## src/rtl/grad_vec_packer.sv

```systemverilog
// Packs a serial stream of 32-bit gradient words into WIDTH-lane vectors.
// The fill and output registers form a double buffer; a short tail is zero-padded and flagged.
module grad_vec_packer #(
  parameter int unsigned WIDTH = 4
) (
  input  logic                     clk,
  input  logic                     reset,
  input  logic [31:0]              in_data,
  input  logic                     in_valid,
  input  logic                     in_last,
  output logic                     in_ready,
  output logic [31:0]              out_vec [WIDTH],
  output logic                     out_valid,
  output logic                     out_last,
  output logic [$clog2(WIDTH):0]   out_count,
  input  logic                     out_ready
);

  localparam int unsigned IW = $clog2(WIDTH);
  localparam int unsigned CW = IW + 1;

  typedef enum logic [0:0] {StFill, StPend} state_e;

  state_e          r_state;
  state_e          w_state_d;

  logic [31:0]     r_fill [WIDTH];
  logic [IW-1:0]   r_idx;
  logic [CW-1:0]   r_pend_count;
  logic            r_pend_last;

  logic [31:0]     r_out_vec [WIDTH];
  logic            r_out_valid;
  logic            r_out_last;
  logic [CW-1:0]   r_out_count;

  logic            w_accept;
  logic            w_complete;
  logic            w_osf;
  logic            w_load_fill;
  logic            w_load_pend;
  logic            w_to_pend;
  logic [31:0]     w_cvec [WIDTH];
  logic [CW-1:0]   w_ccount;

  assign w_accept    = in_valid && in_ready;
  assign w_complete  = w_accept && ((r_idx == IW'(WIDTH - 1)) || in_last);
  assign w_osf       = !r_out_valid || out_ready;
  assign w_load_fill = (r_state == StFill) && w_complete && w_osf;
  assign w_load_pend = (r_state == StPend) && w_osf;
  assign w_to_pend   = (r_state == StFill) && w_complete && !w_osf;
  assign w_ccount    = CW'(r_idx) + CW'(1);

  // Lanes above the completing word are forced to zero so a short tail is padded.
  always_comb begin
    for (int i = 0; i < WIDTH; i++) begin
      w_cvec[i] = 32'h0;
      if (IW'(i) < r_idx) begin
        w_cvec[i] = r_fill[i];
      end else if (IW'(i) == r_idx) begin
        w_cvec[i] = in_data;
      end
    end
  end

  // State register
  always_ff @(posedge clk or negedge reset) begin
    if (!reset) begin
      r_state <= StFill;
    end else begin
      r_state <= w_state_d;
    end
  end

  // Next-state logic
  always_comb begin
    w_state_d = r_state;
    unique case (r_state)
      StFill: if (w_to_pend) w_state_d = StPend;
      StPend: if (w_osf) w_state_d = StFill;
      default: w_state_d = StFill;
    endcase
  end

  // Output logic: registered state only, so no out_ready -> in_ready path.
  always_comb begin
    in_ready = reset && (r_state == StFill);
  end

  always_ff @(posedge clk or negedge reset) begin
    if (!reset) begin
      for (int i = 0; i < WIDTH; i++) r_fill[i] <= 32'h0;
      r_idx        <= '0;
      r_pend_count <= '0;
      r_pend_last  <= 1'b0;
    end else if (w_load_fill || w_load_pend) begin
      for (int i = 0; i < WIDTH; i++) r_fill[i] <= 32'h0;
      r_idx <= '0;
    end else if (w_to_pend) begin
      r_fill       <= w_cvec;
      r_pend_count <= w_ccount;
      r_pend_last  <= in_last;
    end else if (w_accept) begin
      r_fill[r_idx] <= in_data;
      r_idx         <= r_idx + IW'(1);
    end
  end

  always_ff @(posedge clk or negedge reset) begin
    if (!reset) begin
      for (int i = 0; i < WIDTH; i++) r_out_vec[i] <= 32'h0;
      r_out_valid <= 1'b0;
      r_out_last  <= 1'b0;
      r_out_count <= '0;
    end else if (w_load_fill) begin
      r_out_vec   <= w_cvec;
      r_out_valid <= 1'b1;
      r_out_last  <= in_last;
      r_out_count <= w_ccount;
    end else if (w_load_pend) begin
      r_out_vec   <= r_fill;
      r_out_valid <= 1'b1;
      r_out_last  <= r_pend_last;
      r_out_count <= r_pend_count;
    end else if (out_ready) begin
      r_out_valid <= 1'b0;
    end
  end

  assign out_vec   = r_out_vec;
  assign out_valid = r_out_valid;
  assign out_last  = r_out_last;
  assign out_count = r_out_count;

endmodule
```

## config.mk

```make
export PLATFORM = sky130hd
export DESIGN_NAME = grad_vec_packer
export DESIGN_NICKNAME = d
export VERILOG_FILES = /design/src/rtl/grad_vec_packer.sv
export SDC_FILE = /design/constraint.sdc
export NUM_CORES = 1
export LEC_CHECK = 0
export CAP_MARGIN = 20
export CORE_MARGIN = 2
export CORE_UTILIZATION = 40
export CTS_CLUSTER_DIAMETER = 40
export CTS_CLUSTER_SIZE = 12
export DETAILED_ROUTE_END_ITERATION = 8
export GPL_TIMING_DRIVEN = 0
export PLACE_DENSITY = 0.71
export RECOVER_POWER = 25
export REMOVE_ABC_BUFFERS = 1
export SETUP_SLACK_MARGIN = 0.1
export SLEW_MARGIN = 20
export SYNTH_ARGS = -nofsm -noshare
export SYNTH_HDL_FRONTEND = slang
export SYNTH_SLANG_ARGS = --single-unit
```

## constraint.sdc

```tcl
create_clock -name clk -period 2.47 [get_ports clk]
set_input_delay 0.247 -clock clk [delete_from_list [all_inputs] [get_ports clk]]
set_output_delay 0.247 -clock clk [all_outputs]
set_load 0.02 [all_outputs]
```

==> summary.md, run 1 <==
| Metric | Value |
|---|---|
| Die W | `184 microns` |
| Hold Fails Final Rpt | `0` |
| First-pass GRT wire length | `68.8 mm` |
| IO Pins | `171` |
| Count of final setup violators | `0` |
| Sequential-to-total area share from yosys stat | `51.8%` |
| Busiest layer in global routing | `met2` |
| Routed vias/inst | `6.60` |
| Post-layout min period | `2.33 ns` |
| CP peak stage delay | `0.59 ns` |
| Die Area | `33900 sq um` |
| Clock Root Buffer | `clkbuf_16` |
| Peak VDD IR | `0.625 mV` |
| Hold crit path type | `input port to async pin` |
| CP delay by family, top | `compound AO/OA/AOI/OAI gates` |
| Failing checks | `max-capacitance violations, max-slew violations` |
| WP data required | `2.87 ns` |
| CP bufs+invs | `3` |
| Seq pwr share | `34.4%` |
| Final Max Tran Viols | `92` |
| TritonCTS Sinks | `268` |
| Inst Count DP | `1609` |
| Clk slew on worst S/H paths | `0.06 ns` |
| EDFF count, synth | `0` |
| P&R area growth vs syn | `32.1%` |
| Setup crit start | `r_idx[1]` |
| HPWL Detailed | `24.8 mm` |
| Grt met1 use | `37.5%` |
| Sw frac | `34.1%` |
| Net Switching | `6.25 mW` |
| GR Layer Usage met3 | `5.01%` |
| Final #Nets | `1328` |
| Tot Pwr | `18.3 mW` |
| RD Place Congestion | `0.716` |
| Commonest non-fill, non-tap cell in the layout | `dfrtp_1` |
| IO buf count | `170` |
| Drt total wl | `44.8 mm` |
| Worst path slowest cell | `dfrtp_4` |
| Power Density | `1070 nW/um^2` |
| H-tree levels | `2` |
| Slew @ Worst Pin | `1.61 ns` |
| Leak | `6.96 nW` |
| Max Clock Freq | `0.429 GHz` |
| Core Area | `31700 sq um` |
| Reg2reg start | `r_idx[1]` |
| Met2 Resource Use GR | `39.3%` |
| Total CTS buffers | `44` |
| Drc violations | `0` |
| Clock buffer depth | `3` |
| Asr flop ratio synth | `100%` |
| Layout cells sized above 1 | `14.3%` |
| Vias in the first global route | `11343` |
| Internal | `12.1 mW` |
| Synth Area per Inst | `11.2 sq um` |
| Antenna diode instance count | `0` |
| Rel. slew slack | `-7.37%` |
| Post-Synthesis Cells | `1162` |
| Largest net degree at the start of global routing | `97` |
| Max Cap Viol | `3` |
| Placement row count | `65` |
| DR WL/cell | `26.0 microns` |
| #FFs+latches synth | `268` |
| Final Hold Slack | `0.438 ns` |
| CP dominant cell by count | `buf_16` |
| Warnings, synthesis | `0` |
| Crit-path max FO | `20` |
| Critical Path Sink Type | `flop` |
| Synthesized area | `13000 sq um` |
| Final core occ | `54.0%` |
| CP arrival | `2.74 ns` |
| Number of DRC markers in iteration 0 | `1234` |
| Clk Latency, worst-skew pair | `0.53 ns` |
| Via total after detailed routing | `11362` |
| Period Utilization, post-route | `94.4%` |
| Drt pass-1 iters | `6` |
| Antenna violations before repair | `0` |
| Clock Skews | `0.0110 ns` |
| Post-route insts no fill | `1722` |
| Crit path kind | `flop to flop` |
| Status | `finished with violations` |
| RSZ-0062 raised after global routing | `no` |
| Distinct cells, synth | `46` |
| Gate power share | `32.2%` |
| GR Overflow Total | `0` |
| Die Span Y | `184 microns` |
| Crit path launch type | `flop` |
| Final ANT Viol Nets | `0` |
| CTS tree | `yes` |
| Total GRT Usage | `26.3%` |
| Crit path cell chain | `ha_4 > o211a_4 > o21ai_4 > buf_16 > buf_16 > buf_16 > a221o_1` |
| Initial Util | `40.9%` |
| Dominant synthesized flop cell | `dfrtp_1` |
| Most frequent cells in the layout | `dfrtp_1 (265), clkdlybuf4s50_1 (169), a221o_1 (132), nand2_1 (130)` |
| Clock group share of total power | `33.4%` |
repair_timing:
action,in CTS,in global routing
pin swaps,6,1
buffers inserted,15,4
endpoints found under the setup margin,265,68
hold buffers,10,0
cloned,3,1
resized for setup,7,2
hold endpoints to repair,72,0
flip-flops by register name (all words and copies together) (netlist names):
signal / count
r_fill: 128
r_idx: 2
out_valid: 1
r_pend_count: 3
out_last: 1
r_state: 1
out_count: 3
r_pend_last: 1
out_vec: 128
worst paths after layout:
path | cells after the start | endpoint | slack [ns]
max | 7 | out_vec[10] | 0.14
min | 3 | out_vec[86] | 0.44
max reg2reg | 7 | out_vec[10] | 0.14
min reg2reg | 1 | r_pend_count[1] | 0.50
max in group asynchronous | 5 | out_vec[38] | 0.46
min in group clk | 3 | r_fill[103] | 0.48
stage by stage:
| stage | setup TNS [ns] | instance area, sq um | setup slack [ns] |
|---|---|---|---|
| global placement | -6641.80 | 14200 | -16.33 |
| CTS | 0 | 17200 | 0.118 |
| floorplan | -772.28 | 12000 | -3.87 |
| finish | 0 | 17100 | 0.137 |
| detailed placement | -135.01 | 15300 | -0.930 |
| global route | 0 | 17100 | 0.110 |
power by group through the flow:
stage | registers (mW) | clock network (mW) | logic, mW
finish | 6.31 | 6.12 | 5.89
global route | 6.42 | 6.39 | 6.20
CTS | 6.27 | 6.19 | 5.86
detailed placement | 6.41 | 0 | 5.37
global placement | 6.39 | 0 | 4.93
floorplan | 6.91 | 0 | 2.00
per-layer routing:
| layer | vias to the layer above | part of all wire (%) | wire length (microns) |
|---|---|---|---|
| met5 | - | 0 | 0 |
| met4 | 0 | 3.5 | 1550 |
| met3 | 123 | 8.7 | 3880 |
| met2 | 661 | 45 | 20100 |
| met1 | 5844 | 43 | 19200 |
| li1 | 4734 | - | - |
cell type report:
type                       count  area (sq um)
clock inverter                24           251
tap                          402           503
sequential                   268          6710
inverter                      35           134
clock buffer                  56          1220
timing repair buffer         242          2980
fill                        2672         14600
multi-input combinational    695          5330
logic make-up (layout without fill, tap and decap cells):
logic type               after synthesis  after routing  share of synthesized area (%)
AO/OA/AOI/OAI                        337            337                           22.6
AND/OR/NAND/NOR                      314            316                           14.1
flip-flops                           268            268                           51.8
buffers and inverters                201            357                           8.17
multiplexers                          37             37                           2.90
adder cells (fa/ha/maj)                5              5                          0.483
worst min-delay path, stage by stage:
cell and delay, ns:
buf_8 0.10, dlygate4sd3_1 0.66, buf_16 0.38
Yosys cell counts (2+ instances only):
| cell type | number | area share [%] |
|---|---|---|
| a2111oi_0 | 64 | 4.3 |
| a21oi_1 | 32 | 1.2 |
| a221o_1 | 132 | 10 |
| a22o_1 | 64 | 4.3 |
| and4_1 | 2 | 0.14 |
| buf_2 | 78 | 3.0 |
| buf_4 | 15 | 0.87 |
| buf_6 | 20 | 1.7 |
| clkbuf_1 | 53 | 1.5 |
| dfrtp_1 | 268 | 52 |
| ha_1 | 5 | 0.48 |
| inv_1 | 34 | 0.98 |
| mux2_2 | 4 | 0.35 |
| mux2i_1 | 33 | 2.5 |
| nand2_1 | 130 | 3.8 |
| nand3b_1 | 64 | 3.7 |
| nand4_1 | 32 | 1.5 |
| nor2_1 | 5 | 0.14 |
| nor2_2 | 2 | 0.097 |
| nor3_1 | 33 | 1.3 |
| nor3_2 | 2 | 0.15 |
| nor3b_1 | 2 | 0.12 |
| nor4_1 | 15 | 0.72 |
| nor4_2 | 18 | 1.7 |
| o211a_1 | 2 | 0.15 |
| o21ai_0 | 13 | 0.50 |
| o21ai_1 | 19 | 0.73 |
| o2bb2ai_1 | 2 | 0.14 |
| o32ai_4 | 2 | 0.42 |
Power figures use the tool's default switching activity.
==> inputs of run 2 (changes only) <==
--- a/config.mk
+++ b/config.mk
@@ -5,17 +5,17 @@
 export SDC_FILE = /design/constraint.sdc
 export NUM_CORES = 1
 export LEC_CHECK = 0
+export ABC_AREA = 1
 export CAP_MARGIN = 20
 export CORE_MARGIN = 2
 export CORE_UTILIZATION = 40
-export CTS_CLUSTER_DIAMETER = 40
+export CTS_CLUSTER_DIAMETER = 120
 export CTS_CLUSTER_SIZE = 12
 export DETAILED_ROUTE_END_ITERATION = 8
 export GPL_TIMING_DRIVEN = 0
 export PLACE_DENSITY = 0.71
 export RECOVER_POWER = 25
 export REMOVE_ABC_BUFFERS = 1
-export SETUP_SLACK_MARGIN = 0.1
 export SLEW_MARGIN = 20
 export SYNTH_ARGS = -nofsm -noshare
 export SYNTH_HDL_FRONTEND = slang
==> summary.md, run 2 <==
| Metric | Value |
|---|---|
| P&R area growth vs syn | `26.6% (was 32.1%)` |
| Synth Area in Adders | `0.448% (was 0.483%)` |
| Slew @ Worst Pin | `1.14 ns (was 1.61 ns)` |
| Max Clock Freq | `0.424 GHz (was 0.429 GHz)` |
| Post-layout min period | `2.36 ns (was 2.33 ns)` |
| RD Place Congestion | `0.792 (was 0.716)` |
| Rel. slew slack | `23.7% (was -7.37%)` |
| Distinct cells, synth | `25 (was 46)` |
| Layout cells sized above 1 | `5.82% (was 14.3%)` |
| Antenna violations before repair | `2 (was 0)` |
| Clock buffer depth | `3 (unchanged)` |
| Post-synthesis compound-gate area fraction | `6.87% (was 22.6%)` |
| Die Span Y | `191 microns (was 184 microns)` |
| Number of DRC markers in iteration 0 | `1447 (was 1234)` |
| IO buf count | `170 (unchanged)` |
| Sequential-to-total area share from yosys stat | `48.0% (was 51.8%)` |
| Clk Latency, worst-skew pair | `0.56 ns (was 0.53 ns)` |
| Via total after detailed routing | `14098 (was 11362)` |
| Final Max Tran Viols | `0 (was 92)` |
| Sum Neg Setup Slack | `0 ns (unchanged)` |
| Leak | `8.88 nW (was 6.96 nW)` |
| Total CTS buffers | `26 (was 44)` |
| Crit path kind | `flop to flop (unchanged)` |
| HPWL Detailed | `28.1 mm (was 24.8 mm)` |
| Final ANT Viol Nets | `0 (unchanged)` |
| Clock Root Buffer | `clkbuf_16 (unchanged)` |
| CP arrival | `2.80 ns (was 2.74 ns)` |
| DP Area | `16300 sq um (was 15300 sq um)` |
| CTS tree | `yes (unchanged)` |
| Drc violations | `0 (unchanged)` |
| Post-Synthesis Cells | `1967 (was 1162)` |
| Synthesized area | `14000 sq um (was 13000 sq um)` |
| Post-Synth Simple-Gate Area | `38.6% (was 14.1%)` |
| Drt total wl | `50.8 mm (was 44.8 mm)` |
| Xor/xnor cell area share of the yosys netlist | `0% (unchanged)` |
| WP data required | `2.91 ns (was 2.87 ns)` |
| Largest net degree at the start of global routing | `78 (was 97)` |
| H-tree levels | `1 (was 2)` |
| Most frequent cells after synthesis | `nand2_1 (948), dfrtp_1 (268), nand3_1 (256), o21ai_0 (110), clkbuf_1 (73) (was dfrtp_1 (268), a221o_1 (132), nand2_1 (130), buf_2 (78))` |
| Total GRT Usage | `28.0% (was 26.3%)` |
| Placement row count | `68 (was 65)` |
| Synth Area per Inst | `7.11 sq um (was 11.2 sq um)` |
| Count of final setup violators | `0 (unchanged)` |
| Power Density | `978 nW/um^2 (was 1070 nW/um^2)` |
| Vias in the first global route | `13703 (was 11343)` |
| Die Area | `36500 sq um (was 33900 sq um)` |
| Mux cell area share after synthesis | `0% (was 2.90%)` |
| Most frequent cells in the layout | `nand2_1 (943), dfrtp_1 (266), nand3_1 (256), clkdlybuf4s50_1 (169), o21ai_0 (110) (was dfrtp_1 (265), clkdlybuf4s50_1 (169), a221o_1 (132), nand2_1 (130))` |
| GR Overflow Total | `0 (unchanged)` |
| Critical Path Sink | `r_fill[87] (was out_vec[10])` |
| FF-to-FF setup slack | `0.11 ns (was 0.14 ns)` |
| Period Utilization, post-route | `95.5% (was 94.4%)` |
| EDFF count, synth | `0 (unchanged)` |
| R2r worst-path depth | `12 (was 7)` |
| Crit path launch type | `flop (unchanged)` |
| Asr flop ratio synth | `100% (unchanged)` |
| Status | `completed (was finished with violations)` |
| R2R Path End | `r_fill[87] (was out_vec[10])` |
| Most common cell in the synthesized netlist | `nand2_1 (was dfrtp_1)` |
| Hold crit path type | `input port to flop (was input port to async pin)` |
| Synth top area share | `48.0% (was 51.8%)` |
| Crit-path max FO | `23 (was 20)` |
| Routed vias/inst | `5.52 (was 6.60)` |
| First-pass GRT wire length | `79.2 mm (was 68.8 mm)` |
| Area leader, netlist | `dfrtp_1 (unchanged)` |
| Dominant synthesized flop cell | `dfrtp_1 (unchanged)` |
| Commonest non-fill, non-tap cell in the layout | `nand2_1 (was dfrtp_1)` |
| Die W | `191 microns (was 184 microns)` |
| Post-route insts no fill | `2553 (was 1722)` |
| Final #Nets | `2139 (was 1328)` |
| Warnings, synthesis | `0 (unchanged)` |
| Largest family of logic cells by synthesized area | `simple AND/OR/NAND/NOR gates (was compound AO/OA/AOI/OAI gates)` |
| Synth top area cells | `dfrtp_1 (48%), nand2_1 (25%), nand3_1 (9.2%) (was dfrtp_1 (52%), a221o_1 (10%), a2111oi_0 (4.3%))` |
| Final Hold Slack | `0.357 ns (was 0.438 ns)` |
| #FFs+latches synth | `268 (unchanged)` |
| Drt pass-1 iters | `5 (was 6)` |
| IO Pins | `171 (unchanged)` |
| Clock Skews | `0.0158 ns (was 0.0110 ns)` |
| Initial Util | `40.6% (was 40.9%)` |
| Clk slew on worst S/H paths | `0.06 ns (about the same)` |
| Hold Fails Final Rpt | `0 (unchanged)` |
| Inst Count DP | `2480 (was 1609)` |
| Peak VDD IR | `0.706 mV (was 0.625 mV)` |
| RSZ-0062 raised after global routing | `no (unchanged)` |
| Core Area | `34500 sq um (was 31700 sq um)` |
| DR WL/cell | `19.9 microns (was 26.0 microns)` |
| Final instance area | `17700 sq um (was 17100 sq um)` |
| TritonCTS Sinks | `268 (unchanged)` |
| Max Cap Viol | `0 (was 3)` |
| Setup crit start | `r_idx[1] (unchanged)` |
| Reg2reg start | `r_idx[1] (unchanged)` |
| Critical Path Sink Type | `flop (unchanged)` |
## run 2: through the flow
stage / total power, mW / utilization, % / setup WS, ns
global placement: 12.8 / 45.5 / -15.06
finish: 17.3 / 51.4 / 0.111
floorplan: 10.0 / - / -3.30
detailed placement: 13.3 / 47.3 / -2.38
global route: 18.3 / 51.4 / 0.00704
CTS: 17.3 / 51.5 / 0.0519
## run 2: area by class of cell
type	instances	area, sq um
Antenna cell	1	2.50
Clock buffer	26	651
Clock inverter	2	25.0
Fill cell	3233	16800
Inverter	75	342
Multi-Input combinational cell	1496	6630
Sequential cell	268	6710
Tap cell	455	569
Timing Repair Buffer	228	2750
Timing Repair inverter	2	17.5
## run 2: worst min-delay path by stage
stage / start / depth (start not counted) / to / slack (ns)
after detailed placement: reset / 1 / out_vec[82] / 0.22
after global routing: in_last / 3 / out_last / 0.43
after floorplan: reset / 0 / out_count[0] / -0.05
after CTS: in_last / 3 / out_last / 0.34
after global placement: out_vec[85] / 2 / out_vec[85] / 0.46
final: in_last / 3 / out_last / 0.36
## run 2: routing by layer
metal,up-vias,wire (microns),global-route usage (%)
li1,6471,-,-
met1,6762,20900,37.9
met4,2,2030,10.4
met3,118,4630,4.85
met2,745,23300,45.0
met5,-,12,0
## run 2: kinds of logic after synthesis
logic type               Yosys count
adder cells (fa/ha/maj)            5
AND/OR/NAND/NOR                 1311
AO/OA/AOI/OAI                    175
flip-flops                       268
buffers and inverters            208
## run 2: report_power, final
part	switching, mW	total [mW]	internal [mW]
Combinational	4.37	7.20	2.83
Sequential	0.902	6.53	5.63
Clock	1.72	3.58	1.86
## run 2: worst max-delay path, cell delays in order, from the launching register on
cell	delay [ns]
dfrtp_4	0.54
ha_4	0.19
buf_4	0.13
inv_2	0.07
nand2_1	0.07
nand3_1	0.18
nand3_1	0.11
nand2_2	0.33
buf_12	0.28
nor2_4	0.08
buf_12	0.15
nand2_1	0.05
nand2_1	0.06
## run 2: repair_timing
action                                 4_1_cts  5_1_grt
setup endpoints to repair                  267       77
endpoints found under the hold margin       57        0
gates cloned                                12        1
resized for setup                           29        2
pin swaps                                    9        3
hold buffers                                 8        0
setup buffers                               18        5
==> inputs of run 3 (changes only) <==
--- a/config.mk
+++ b/config.mk
@@ -13,6 +13,7 @@
 export CTS_CLUSTER_SIZE = 12
 export DETAILED_ROUTE_END_ITERATION = 8
 export GPL_TIMING_DRIVEN = 0
+export HOLD_SLACK_MARGIN = 0.1
 export PLACE_DENSITY = 0.71
 export RECOVER_POWER = 25
 export REMOVE_ABC_BUFFERS = 1
==> summary.md, run 3 (synthesis gave the netlist of run 2 again) <==
| Metric | Value |
|---|---|
| Die Span Y | `191 microns (unchanged)` |
| Gate power share | `41.6% (about the same)` |
| Clk slew on worst S/H paths | `0.06 ns (about the same)` |
| Leak | `8.88 nW (about the same)` |
| Layout cells sized above 1 | `5.82% (about the same)` |
| Total GRT Usage | `28.0% (about the same)` |
| RSZ-0062 raised after global routing | `no (unchanged)` |
| Max Cap Viol | `0 (unchanged)` |
| Placement row count | `68 (unchanged)` |
| H-tree levels | `1 (unchanged)` |
| Inst Count DP | `2480 (unchanged)` |
| Multi-input gate area | `6630 sq um (unchanged)` |
| Die Area | `36500 sq um (unchanged)` |
| Initial Util | `40.6% (unchanged)` |
| Clk Latency, worst-skew pair | `0.56 ns (about the same)` |
| Crit path launch type | `flop (unchanged)` |
| Max Clock Freq | `0.423 GHz (was 0.424 GHz)` |
| Vias in the first global route | `13695 (was 13703)` |
| Pre-CTS setup slack | `-2.38 ns (unchanged)` |
| Net Switching | `6.99 mW (about the same)` |
| Via total after detailed routing | `14097 (was 14098)` |
| Sw frac | `40.4% (about the same)` |
| Hold Fails Final Rpt | `0 (unchanged)` |
| Die W | `191 microns (unchanged)` |
| Filler cell count | `3234 (was 3233)` |
| Core Area | `34500 sq um (unchanged)` |
| Period Utilization, post-route | `95.7% (was 95.5%)` |
| Final #Nets | `2137 (was 2139)` |
| Number of DRC markers in iteration 0 | `1419 (was 1447)` |
| Power Density | `978 nW/um^2 (about the same)` |
| Critical Path Sink Type | `flop (unchanged)` |
| Count of final setup violators | `0 (unchanged)` |
| Hold crit path type | `input port to flop (unchanged)` |
| First-pass GRT wire length | `79.1 mm (was 79.2 mm)` |
| CTS tree | `yes (unchanged)` |
| Clock Skews | `0.0184 ns (was 0.0158 ns)` |
| DR WL/cell | `19.9 microns (about the same)` |
| Final Max Tran Viols | `0 (unchanged)` |
| Most frequent cells in the layout | `nand2_1 (943), dfrtp_1 (266), nand3_1 (256), clkdlybuf4s50_1 (169), o21ai_0 (110) (unchanged)` |
| Antenna violations before repair | `2 (unchanged)` |
| IO Pins | `171 (unchanged)` |
| Post-layout min period | `2.36 ns (about the same)` |
| Status | `completed (unchanged)` |
| Setup ws final | `0.105 ns (was 0.111 ns)` |
| GR Overflow Total | `0 (unchanged)` |
| Commonest non-fill, non-tap cell in the layout | `nand2_1 (unchanged)` |
| Crit-path max FO | `23 (unchanged)` |
| Sequential Area | `6710 sq um (unchanged)` |
| Drc violations | `0 (unchanged)` |
| Post-route insts no fill | `2551 (was 2553)` |
| Routed vias/inst | `5.53 (was 5.52)` |
| HPWL Detailed | `28.1 mm (unchanged)` |
| WP data required | `2.91 ns (about the same)` |
| Crit path kind | `flop to flop (unchanged)` |
| Clock Root Buffer | `clkbuf_16 (unchanged)` |
| Internal | `10.3 mW (about the same)` |
| RD Place Congestion | `0.792 (unchanged)` |
| CP arrival | `2.81 ns (was 2.80 ns)` |
| P&R area growth vs syn | `26.6% (unchanged)` |
| Slew @ Worst Pin | `1.15 ns (was 1.14 ns)` |
| IO buf count | `170 (unchanged)` |
| Drt total wl | `50.9 mm (was 50.8 mm)` |
| Rel. slew slack | `23.7% (about the same)` |
| TritonCTS Sinks | `268 (unchanged)` |
| Clock buffer depth | `3 (unchanged)` |
| Clock group share of total power | `20.7% (about the same)` |
| Peak VDD IR | `0.710 mV (was 0.706 mV)` |
| Total CTS buffers | `26 (unchanged)` |
| Seq pwr share | `37.7% (about the same)` |
| Drt pass-1 iters | `5 (unchanged)` |
| Final ANT Viol Nets | `0 (unchanged)` |
| Largest net degree at the start of global routing | `78 (unchanged)` |
-- run 3: cell count changes in the layout (fill, tap and decap cells not counted) --
cell             previous run  this run
clkdlybuf4s25_1             3         2
clkbuf_4                    3         2
dlygate4sd3_1               3         2
buf_16                     15        16
-- run 3: power by group through the flow --
stage	Combinational, mW	Clock, mW	Sequential (mW)
2_1_floorplan	2.75	0	7.27
3_3_place_gp	6.28	0	6.55
3_5_place_dp	6.72	0	6.57
4_1_cts	7.19	3.63	6.50
5_1_grt	7.85	3.79	6.66
6_report	7.21	3.58	6.53
-- run 3: area by class of cell --
| cell class | count | share of cell area (%) |
|---|---|---|
| antenna | 1 | 0.0141 |
| inverter | 75 | 1.93 |
| clock inverter | 2 | 0.141 |
| timing repair inverter | 2 | 0.0990 |
| timing repair buffer | 226 | 15.5 |
| multi-input combinational | 1496 | 37.5 |
| clock buffer | 26 | 3.68 |
| tap | 455 | 3.22 |
| sequential | 268 | 37.9 |
-- run 3: worst paths after layout --
path,startpoint,endpoint,slack (ns),cells after the start
setup / recovery,r_idx[1],r_fill[87],0.11,12
hold / removal,in_last,out_last,0.36,3
setup reg to reg,r_idx[1],r_fill[87],0.11,12
hold reg to reg,out_vec[12],out_vec[12],0.48,2
max in group asynchronous,reset,out_vec[77],0.31,6
min in group asynchronous,reset,r_fill[72],0.39,4
-- run 3: through the flow --
stage	hold WS [ns]	TNS, ns	total power [mW]	util [%]	instance area, sq um
2_1_floorplan	-0.0486	-655.46	10.0	-	13400
3_3_place_gp	0.463	-6766.20	12.8	45.5	15700
3_5_place_dp	0.219	-407.74	13.3	47.3	16300
4_1_cts	0.341	0	17.3	51.4	17700
5_1_grt	0.426	0	18.3	51.4	17700
6_report	0.357	0	17.3	51.4	17700
-- run 3: critical path: stages (launching register included) --
cell and delay, ns:
dfrtp_4 0.54, ha_4 0.19, buf_4 0.14, inv_2 0.07
nand2_1 0.07, nand3_1 0.18, nand3_1 0.11, nand2_2 0.34
buf_12 0.28, nor2_4 0.08, buf_12 0.14, nand2_1 0.05
nand2_1 0.05
-- run 3: per-layer routing --
metal / part of all wire, % / vias to the layer above / track usage, %
li1: - / 6464 / -
met2: 46 / 712 / 44.8
met4: 4.1 / 2 / 10.8
met1: 41 / 6802 / 37.8
met3: 9.0 / 117 / 4.90
met5: 0.024 / - / 0
-- run 3: timing repair --
action | 4_1_cts | 5_1_grt
setup endpoints to repair | 267 | 77
hold endpoints to repair | 64 | 0
resized for setup | 29 | 2
buffers inserted | 18 | 5
pin swaps | 9 | 3
hold buffers | 6 | 0
cloned | 12 | 1
